===== src/rtl/awb_gain_pkg.sv =====
// Shared constants, FSM state type and arithmetic helpers for the
// gray-world auto-white-balance block.
package awb_gain_pkg;

    localparam int DATA_W    = 8;
    localparam int GAIN_FRAC = 6;
    localparam int GAIN_W    = 10;
    localparam int DVD_W     = DATA_W + GAIN_FRAC;      // divider dividend / quotient width
    localparam int PROD_W    = DATA_W + GAIN_W;         // pixel * gain product width
    localparam int SH_W      = PROD_W - GAIN_FRAC;      // product after dropping fraction bits

    localparam logic [GAIN_W-1:0] UNITY_GAIN = GAIN_W'(1 << GAIN_FRAC);
    localparam logic [GAIN_W-1:0] GAIN_MAX   = '1;

    localparam logic [1:0] RED   = 2'd0;
    localparam logic [1:0] GREEN = 2'd1;
    localparam logic [1:0] BLUE  = 2'd2;

    typedef enum logic [1:0] {
        S_IDLE  = 2'd0,
        S_DIV_R = 2'd1,
        S_DIV_B = 2'd2,
        S_LOAD  = 2'd3
    } awb_state_t;

    // Clamp a raw quotient into the Q4.6 gain range; a zero divisor maps to the maximum.
    function automatic logic [GAIN_W-1:0] sat_gain(input logic [DVD_W-1:0] quo,
                                                   input logic             div_zero);
        if (div_zero || (quo > DVD_W'(GAIN_MAX)))
            return GAIN_MAX;
        else
            return quo[GAIN_W-1:0];
    endfunction

    // Multiply a pixel by a Q4.6 gain, truncate the fraction and saturate to 8 bits.
    function automatic logic [DATA_W-1:0] apply_gain(input logic [DATA_W-1:0] value,
                                                     input logic [GAIN_W-1:0] gain);
        logic [PROD_W-1:0] prod;
        logic [SH_W-1:0]   shifted;
        prod    = PROD_W'(value) * PROD_W'(gain);
        shifted = SH_W'(prod >> GAIN_FRAC);
        if (|shifted[SH_W-1:DATA_W])
            return '1;
        else
            return shifted[DATA_W-1:0];
    endfunction

endpackage


===== src/rtl/awb_gain_if.sv =====
// Signal bundle between the white-balance block and its neighbours:
// frame means in, pixel stream in and out, gain status out.
interface awb_gain_if;
    import awb_gain_pkg::*;

    logic              mean_valid_i;
    logic [DATA_W-1:0] r_mean_i;
    logic [DATA_W-1:0] g_mean_i;
    logic [DATA_W-1:0] b_mean_i;
    logic              valid_i;
    logic [1:0]        color_i;
    logic [DATA_W-1:0] value_i;
    logic              valid_o;
    logic [1:0]        color_o;
    logic [DATA_W-1:0] value_o;
    logic [GAIN_W-1:0] gain_r_o;
    logic [GAIN_W-1:0] gain_b_o;
    logic              gain_ready_o;
    logic              busy_o;

    // The white-balance block itself
    modport slave (
        input  mean_valid_i, r_mean_i, g_mean_i, b_mean_i,
        input  valid_i, color_i, value_i,
        output valid_o, color_o, value_o,
        output gain_r_o, gain_b_o, gain_ready_o, busy_o
    );

    // Whoever drives means and pixels and consumes the corrected stream
    modport master (
        output mean_valid_i, r_mean_i, g_mean_i, b_mean_i,
        output valid_i, color_i, value_i,
        input  valid_o, color_o, value_o,
        input  gain_r_o, gain_b_o, gain_ready_o, busy_o
    );
endinterface


===== src/rtl/awb_gain_serial_div.sv =====
// Restoring serial divider, one quotient bit per clock, fixed DVD_W-cycle run.
// The saturated gain lands in o_quot on the final iteration edge and o_done
// pulses the following cycle. A new start may coincide with the final
// iteration of the previous run; the finished result is still captured.
module serial_div
    import awb_gain_pkg::*;
(
    input  logic              clk,
    input  logic              rst,
    input  logic              i_start,
    input  logic [DVD_W-1:0]  i_dividend,
    input  logic [DATA_W-1:0] i_divisor,
    output logic              o_last,
    output logic              o_done,
    output logic [GAIN_W-1:0] o_quot
);
    localparam int CNT_W = $clog2(DVD_W);

    logic              r_busy;
    logic [CNT_W-1:0]  r_cnt;
    logic [DVD_W-1:0]  r_dvd;
    logic [DATA_W-1:0] r_dvs;
    logic [DATA_W-1:0] r_rem;
    logic [DVD_W-1:0]  r_quo;
    logic              r_done;
    logic [GAIN_W-1:0] r_quot;

    logic [DATA_W:0]   w_trial;
    logic              w_fits;
    logic [DATA_W-1:0] w_rem_next;
    logic [DVD_W-1:0]  w_quo_next;

    // One restoring step: bring down the next dividend bit, subtract if it fits.
    always_comb begin
        w_trial    = {r_rem, r_dvd[DVD_W-1]};
        w_fits     = (w_trial >= {1'b0, r_dvs});
        w_rem_next = w_fits ? DATA_W'(w_trial - {1'b0, r_dvs}) : DATA_W'(w_trial);
        w_quo_next = {r_quo[DVD_W-2:0], w_fits};
    end

    assign o_last = r_busy && (r_cnt == CNT_W'(DVD_W - 1));
    assign o_done = r_done;
    assign o_quot = r_quot;

    // Iteration state; a start overrides the working registers but not the finished result.
    always_ff @(posedge clk) begin
        if (rst) begin
            r_busy <= 1'b0;
            r_cnt  <= '0;
            r_dvd  <= '0;
            r_dvs  <= '0;
            r_rem  <= '0;
            r_quo  <= '0;
            r_done <= 1'b0;
            r_quot <= '0;
        end else begin
            r_done <= 1'b0;
            if (r_busy) begin
                r_dvd <= {r_dvd[DVD_W-2:0], 1'b0};
                r_rem <= w_rem_next;
                r_quo <= w_quo_next;
                if (o_last) begin
                    r_busy <= 1'b0;
                    r_done <= 1'b1;
                    r_quot <= sat_gain(w_quo_next, (r_dvs == '0));
                end else begin
                    r_cnt <= r_cnt + 1'b1;
                end
            end
            if (i_start) begin
                r_busy <= 1'b1;
                r_cnt  <= '0;
                r_dvd  <= i_dividend;
                r_dvs  <= i_divisor;
                r_rem  <= '0;
                r_quo  <= '0;
            end
        end
    end

endmodule


===== src/rtl/awb_gain.sv =====
// Gray-world auto white balance: latches frame means, derives red and blue
// gains against green with a shared serial divider, and applies the active
// gains to the pixel stream with a single register stage.
module awb_gain
    import awb_gain_pkg::*;
(
    input  logic       clk,
    input  logic       rst,
    awb_gain_if.slave  bus
);
    awb_state_t        r_state;
    awb_state_t        w_state_next;

    logic [DATA_W-1:0] r_g_mean;
    logic [DATA_W-1:0] r_b_mean;
    logic [GAIN_W-1:0] r_gain_r;
    logic [GAIN_W-1:0] r_gain_b;
    logic [GAIN_W-1:0] r_gain_r_pend;
    logic              r_gain_ready;

    logic              r_valid;
    logic [1:0]        r_color;
    logic [DATA_W-1:0] r_value;
    logic [DATA_W-1:0] w_pix_value;

    logic              w_div_start;
    logic [DVD_W-1:0]  w_dividend;
    logic [DATA_W-1:0] w_divisor;
    logic              w_div_last;
    logic              w_div_done;
    logic [GAIN_W-1:0] w_div_quot;

    serial_div u_div (
        .clk        (clk),
        .rst        (rst),
        .i_start    (w_div_start),
        .i_dividend (w_dividend),
        .i_divisor  (w_divisor),
        .o_last     (w_div_last),
        .o_done     (w_div_done),
        .o_quot     (w_div_quot)
    );

    // FSM state register.
    always_ff @(posedge clk) begin
        if (rst) r_state <= S_IDLE;
        else     r_state <= w_state_next;
    end

    // Next state and divider launches. The red division starts straight from the
    // input means so both divisions fit back to back with no setup cycle.
    always_comb begin
        w_state_next = r_state;
        w_div_start  = 1'b0;
        w_dividend   = '0;
        w_divisor    = '0;
        case (r_state)
            S_IDLE: begin
                if (bus.mean_valid_i) begin
                    w_state_next = S_DIV_R;
                    w_div_start  = 1'b1;
                    w_dividend   = {bus.g_mean_i, {GAIN_FRAC{1'b0}}};
                    w_divisor    = bus.r_mean_i;
                end
            end
            S_DIV_R: begin
                if (w_div_last) begin
                    w_state_next = S_DIV_B;
                    w_div_start  = 1'b1;
                    w_dividend   = {r_g_mean, {GAIN_FRAC{1'b0}}};
                    w_divisor    = r_b_mean;
                end
            end
            S_DIV_B: begin
                if (w_div_last) w_state_next = S_LOAD;
            end
            S_LOAD: begin
                w_state_next = S_IDLE;
            end
            default: w_state_next = S_IDLE;
        endcase
    end

    // Keep green and blue means for the second division; means arriving while busy are dropped.
    always_ff @(posedge clk) begin
        if (rst) begin
            r_g_mean <= '0;
            r_b_mean <= '0;
        end else if ((r_state == S_IDLE) && bus.mean_valid_i) begin
            r_g_mean <= bus.g_mean_i;
            r_b_mean <= bus.b_mean_i;
        end
    end

    // Park the red result until blue is ready so both gains switch on the same edge.
    always_ff @(posedge clk) begin
        if (rst) begin
            r_gain_r_pend <= UNITY_GAIN;
            r_gain_r      <= UNITY_GAIN;
            r_gain_b      <= UNITY_GAIN;
            r_gain_ready  <= 1'b0;
        end else begin
            r_gain_ready <= 1'b0;
            if ((r_state == S_DIV_B) && w_div_done)
                r_gain_r_pend <= w_div_quot;
            if (r_state == S_LOAD) begin
                r_gain_r     <= r_gain_r_pend;
                r_gain_b     <= w_div_quot;
                r_gain_ready <= 1'b1;
            end
        end
    end

    // Per-pixel gain selection; green and the reserved code pass through.
    always_comb begin
        w_pix_value = bus.value_i;
        case (bus.color_i)
            RED:     w_pix_value = apply_gain(bus.value_i, r_gain_r);
            BLUE:    w_pix_value = apply_gain(bus.value_i, r_gain_b);
            default: w_pix_value = bus.value_i;
        endcase
    end

    // Pixel output stage, always running regardless of the gain FSM.
    always_ff @(posedge clk) begin
        if (rst) begin
            r_valid <= 1'b0;
            r_color <= '0;
            r_value <= '0;
        end else begin
            r_valid <= bus.valid_i;
            r_color <= bus.color_i;
            r_value <= w_pix_value;
        end
    end

    assign bus.valid_o      = r_valid;
    assign bus.color_o      = r_color;
    assign bus.value_o      = r_value;
    assign bus.gain_r_o     = r_gain_r;
    assign bus.gain_b_o     = r_gain_b;
    assign bus.gain_ready_o = r_gain_ready;
    assign bus.busy_o       = (r_state != S_IDLE);

endmodule


===== src/flat_wrapper.sv =====
// flat-port wrapper written by rule: the top's interface ports become plain ports
module awb_gain_flat import awb_gain_pkg::*;
  (clk, rst, bus_mean_valid_i, bus_r_mean_i, bus_g_mean_i, bus_b_mean_i, bus_valid_i, bus_color_i, bus_value_i, bus_valid_o, bus_color_o, bus_value_o, bus_gain_r_o, bus_gain_b_o, bus_gain_ready_o, bus_busy_o);
  awb_gain_if bus_i ();
  input  logic clk;
  input  logic rst;
  input wire logic [$bits(bus_i.mean_valid_i)-1:0] bus_mean_valid_i;
  input wire logic [$bits(bus_i.r_mean_i)-1:0] bus_r_mean_i;
  input wire logic [$bits(bus_i.g_mean_i)-1:0] bus_g_mean_i;
  input wire logic [$bits(bus_i.b_mean_i)-1:0] bus_b_mean_i;
  input wire logic [$bits(bus_i.valid_i)-1:0] bus_valid_i;
  input wire logic [$bits(bus_i.color_i)-1:0] bus_color_i;
  input wire logic [$bits(bus_i.value_i)-1:0] bus_value_i;
  output wire logic [$bits(bus_i.valid_o)-1:0] bus_valid_o;
  output wire logic [$bits(bus_i.color_o)-1:0] bus_color_o;
  output wire logic [$bits(bus_i.value_o)-1:0] bus_value_o;
  output wire logic [$bits(bus_i.gain_r_o)-1:0] bus_gain_r_o;
  output wire logic [$bits(bus_i.gain_b_o)-1:0] bus_gain_b_o;
  output wire logic [$bits(bus_i.gain_ready_o)-1:0] bus_gain_ready_o;
  output wire logic [$bits(bus_i.busy_o)-1:0] bus_busy_o;
  assign bus_i.mean_valid_i = bus_mean_valid_i;
  assign bus_i.r_mean_i = bus_r_mean_i;
  assign bus_i.g_mean_i = bus_g_mean_i;
  assign bus_i.b_mean_i = bus_b_mean_i;
  assign bus_i.valid_i = bus_valid_i;
  assign bus_i.color_i = bus_color_i;
  assign bus_i.value_i = bus_value_i;
  assign bus_valid_o = bus_i.valid_o;
  assign bus_color_o = bus_i.color_o;
  assign bus_value_o = bus_i.value_o;
  assign bus_gain_r_o = bus_i.gain_r_o;
  assign bus_gain_b_o = bus_i.gain_b_o;
  assign bus_gain_ready_o = bus_i.gain_ready_o;
  assign bus_busy_o = bus_i.busy_o;
  awb_gain u_core (.clk(clk), .rst(rst), .bus(bus_i));
endmodule

===== config.mk =====
export PLATFORM = sky130hd
export DESIGN_NAME = awb_gain_flat
export DESIGN_NICKNAME = d
export VERILOG_FILES = /design/src/rtl/awb_gain_pkg.sv /design/src/rtl/awb_gain_if.sv /design/src/rtl/awb_gain_serial_div.sv /design/src/rtl/awb_gain.sv /design/src/flat_wrapper.sv
export SDC_FILE = /design/constraint.sdc
export NUM_CORES = 1
export LEC_CHECK = 0
export ABC_AREA = 1
export CORE_MARGIN = 2
export CORE_UTILIZATION = 30
export DETAILED_ROUTE_END_ITERATION = 6
export GPL_TIMING_DRIVEN = 0
export PLACE_DENSITY = 0.47
export SLEW_MARGIN = 30
export SYNTH_ARGS = -nofsm -noshare
export SYNTH_HDL_FRONTEND = slang
export SYNTH_SLANG_ARGS = --single-unit

===== constraint.sdc =====
create_clock -name clk -period 5.3 [get_ports clk]
set_clock_uncertainty 0.05 [all_clocks]
set_input_delay 1.06 -clock clk [delete_from_list [all_inputs] [get_ports clk]]
set_output_delay 1.06 -clock clk [all_outputs]
set_load 0.01 [all_outputs]

==> results.toml <==
[setup_path]
timing.critical_path.max_delay_family = "adder cells"
max_stage_delay_ps = 550
rrSetupSlack_ps = 270
timing.critical_path.to_type = "flop"
critPathArrivalTime_ps = 5380
start_kind = "input pin"
critical_path_buf_inv_count = 5
slowest_cell_on_the_critical_path = "fa_1"
timing.critical_path.fanout_max = 6
critPathRequiredTime_ps = 5570
worstSetupPathType = "input pin to flop"
crit_top_cell = "nand2_1"
crit_chain = "clkbuf_4, buf_8, buf_12, nand2_1, inv_1, fa_1, fa_1, fa_1, fa_1, ha_4, nand2_4, nor2_4, and3_4, nand2_2, nand2_1, nand2_1, nand2_2, nand3_2, nor2_4, nand2_2, nand2_1, nand3_2, nand2_1, inv_1"

[placement]
placement.io_buffers = 68
gp_routability_congestion = 0.840
placed_area_sq_mm = 0.0117
dp.final_hpwl_microns = 23200
dp_cells = 2037

[global_route]
global_route.overflow_total = 0
number_of_global_route_vias_before_repair = 9258
grt_start_max_net_pins = 17
grt_first_pass_wirelength_microns = 48000
grt_util_all_layers_pct = 16.9
grt_antenna_before_repair = 0

[power_and_ir_drop]
cellPowerDensity_mw_per_mm2 = 431
ir_drop_v = 0.000327
netSwitchingFraction_pct = 46.1
share_comb_of_total_power_pct = 61.6
p_leak_uw = 0.00720
total_power_uw = 5620
power_frac_seq_pct = 19.4
clock_power_share_pct = 19.0
power.switching_uw = 2590
internal_power_uw = 3030

[floorplan]
start_util_pct = 30.3
dieArea_sq_mm = 0.0363
floorplan.die.width_microns = 190
num_rows = 68
core_region_area_sq_mm = 0.0344
die_h_microns = 190
io_pins = 71

[logic_synthesis]
synth.ff_latch_count = 113
biggest_area_contributors_in_the_synthesized_netlist = "dfxtp_1, fa_1, nand2_1"
yosysSeqAreaShare_pct = 21.7
mean_instance_size_in_the_synthesized_netlist_sq_um = 6.89
synth_top_flop_cell = "dfxtp_1"
synth_enable_flop_cells = 0
synth-async-reset-ratio_pct = 0
synthesized_net_count = 1731
synth_top_area_share_pct = 21.7
netlist_area_sq_mm = 0.0104
synth_cells = 1514
yosysUniqueCellTypes = 46
synth_area_leader_cell = "dfxtp_1"
number_of_warning_messages_in_the_yosys_log = 0

[drt]
post_drt_wl_per_cell_microns = 14.1
drc_viols = 2
post_drt_via_cell_ratio = 4.46
first_pass_iters = 7
detailroute.via_count = 9368
antenna_left = 0
drt-initial-drc-count = 429
wl_microns = 29700

[clocking]
cts-hold-fix-buffers = 0
clk-insertion-delay-late_ps = 420
maximum_root_to_sink_buffer_count = 2
tritoncts = "yes"
cts-htree-levels = 4
cts.root.buffer_cell = "clkbuf_16"
cts_inserted_buffers = 17
number_of_clock_sinks = 113
clk_pin_slew_ps = 60

[timing]
clock.fmax_ghz = 0.196
timing.final.max_slew_violations = 0
worstMarginPinSlew_ps = 908
final.min_clock_period_ps = 5110
final_min_period_over_clock_period_pct = 96.4
slew-limit-headroom_pct = 39.4
final.setup.tns_ps = 0
report.final.hold_viol_count = 0
setup_violations = 0

[outcome]
result_of_the_run = "finished, violations left"
failed_checks = "DRC"

[min_path]
worstHoldPathType = "flop to flop"

[final_layout]
stdcell_count = 2102
post-route-cell-area_sq_mm = 0.0130
num_antenna_cells = 0
syn_to_final_growth_pct = 25.1
layout.nets = 1851
layout-drive-gt1-share_pct = 12.0
fillerInstances = 3740

[run]
cap_violations = 0
==> layout by cell type, fill, tap and decap left out, types with 8 or more instances in the layout <==
master,instances
buf_8,10
a21oi_1,64
inv_2,16
nand2_2,23
nand3_2,8
dfxtp_1,113
nand3_1,42
buf_4,37
clkdlybuf4s50_1,62
xnor2_1,11
ha_1,68
clkbuf_16,18
inv_1,347
xor2_1,8
clkbuf_1,36
nand4_1,15
nor2_1,111
fa_1,90
o21ai_0,69
nand2_1,372
ha_4,15
==> final timing paths <==
check	start	depth (start not counted)	endpoint
worst max-delay path	bus_value_i[6]	24	u_core.bus.value_o[7]
worst min-delay path	u_core.r_b_mean[3]	2	u_core.r_b_mean[3]
worst max register to register	u_core.bus.gain_r_o[4]	23	u_core.bus.value_o[7]
worst min register to register	u_core.r_b_mean[3]	2	u_core.r_b_mean[3]
==> cells in the mapped netlist, types with 2 or more instances <==
master    number
buf_4          3
nand3b_1       3
nand2_1      394
inv_2          8
a21oi_1       71
nand2_2        4
nor2_2         4
dfxtp_1      113
nor2_4         3
nand3_2        2
nand3_1       48
nor4_1         2
xnor2_1       11
xor2_1         8
nor3_1         4
nand4_1       15
fa_1          95
o21ai_0       71
a221oi_1       3
ha_1          84
inv_1        355
o21ai_1        4
buf_2          7
o211ai_1       2
nor2_1       116
o21bai_1       5
o21a_1         2
or2_2          3
clkbuf_1      51
a31oi_1        7
==> cells by family (layout without fill, tap and decap cells) <==
kind of cell,after synthesis,count (layout),synth area share [%]
simple gates,603,603,23.7
flops,113,113,21.7
fa+ha+maj,179,179,28.3
xor+xnor,19,19,1.60
buf+inv,426,559,15.6
compound gates,174,174,9.14
==> metrics by stage <==
step	setup slack [ps]	utilization [%]	hold slack, ps
global placement	-1570	34.0	390
CTS	-2.24	36.9	399
global route	-22.5	37.9	419
floorplan	59.1	-	375
finish	191	37.9	398
detailed placement	-1530	34.0	390
==> timing repair <==
action	CTS	global route
endpoints found under the hold margin	0	0
resized for setup	81	90
gates cloned	0	1
pin swaps	14	65
setup endpoints to repair	8	8
setup buffers	22	15
==> power groups by stage <==
stage               registers (uW)  clock network (uW)  logic, uW
finish                        1090                1070       3460
global route                  1110                1140       3920
CTS                           1070                1100       3260
detailed placement            1090                   0       2990
global placement              1090                   0       2980
floorplan                     1090                   0       2130
==> final cells by class <==
| type | count | area [sq um] | share of cell area, % |
|---|---|---|---|
| buffer | 58 | 384 | 2.94 |
| clock buffer | 19 | 433 | 3.32 |
| clock inverter | 13 | 114 | 0.873 |
| inverter | 363 | 1360 | 10.4 |
| multi-input combinational | 975 | 6910 | 53.0 |
| sequential | 113 | 2260 | 17.3 |
| tap | 455 | 569 | 4.36 |
| timing repair buffer | 106 | 1010 | 7.73 |
==> registers in the layout, summed over array words and instances, names as in the netlist <==
name,count
u_core.r_b_mean,8
u_core.bus.gain_ready_o,1
u_core.bus.valid_o,1
u_core.u_div.r_dvd,8
u_core.r_g_mean,8
u_core.r_state,2
u_core.u_div.r_cnt,4
u_core.u_div.r_quo,13
u_core.bus.color_o,2
u_core.bus.value_o,8
u_core.bus.gain_b_o,10
u_core.r_gain_r_pend,10
u_core.bus.gain_r_o,10
u_core.u_div.r_rem,8
u_core.u_div.r_busy,1
u_core.u_div.o_done,1
u_core.u_div.r_dvs,8
u_core.u_div.o_quot,10
==> layer usage <==
layer	vias to the layer above	global-route usage, %	share of wire [%]
met5	-	0	0
met4	0	3.28	1.0
met3	21	3.22	4.4
met2	154	28.9	48
met1	4420	22.1	46
li1	4773	-	-
==> tightest hold or removal path: stages (launching register included) <==
cell and delay (ps):
dfxtp_1 300, inv_1 50, a21oi_1 50
No activity file was read; power rests on OpenSTA's default activity.
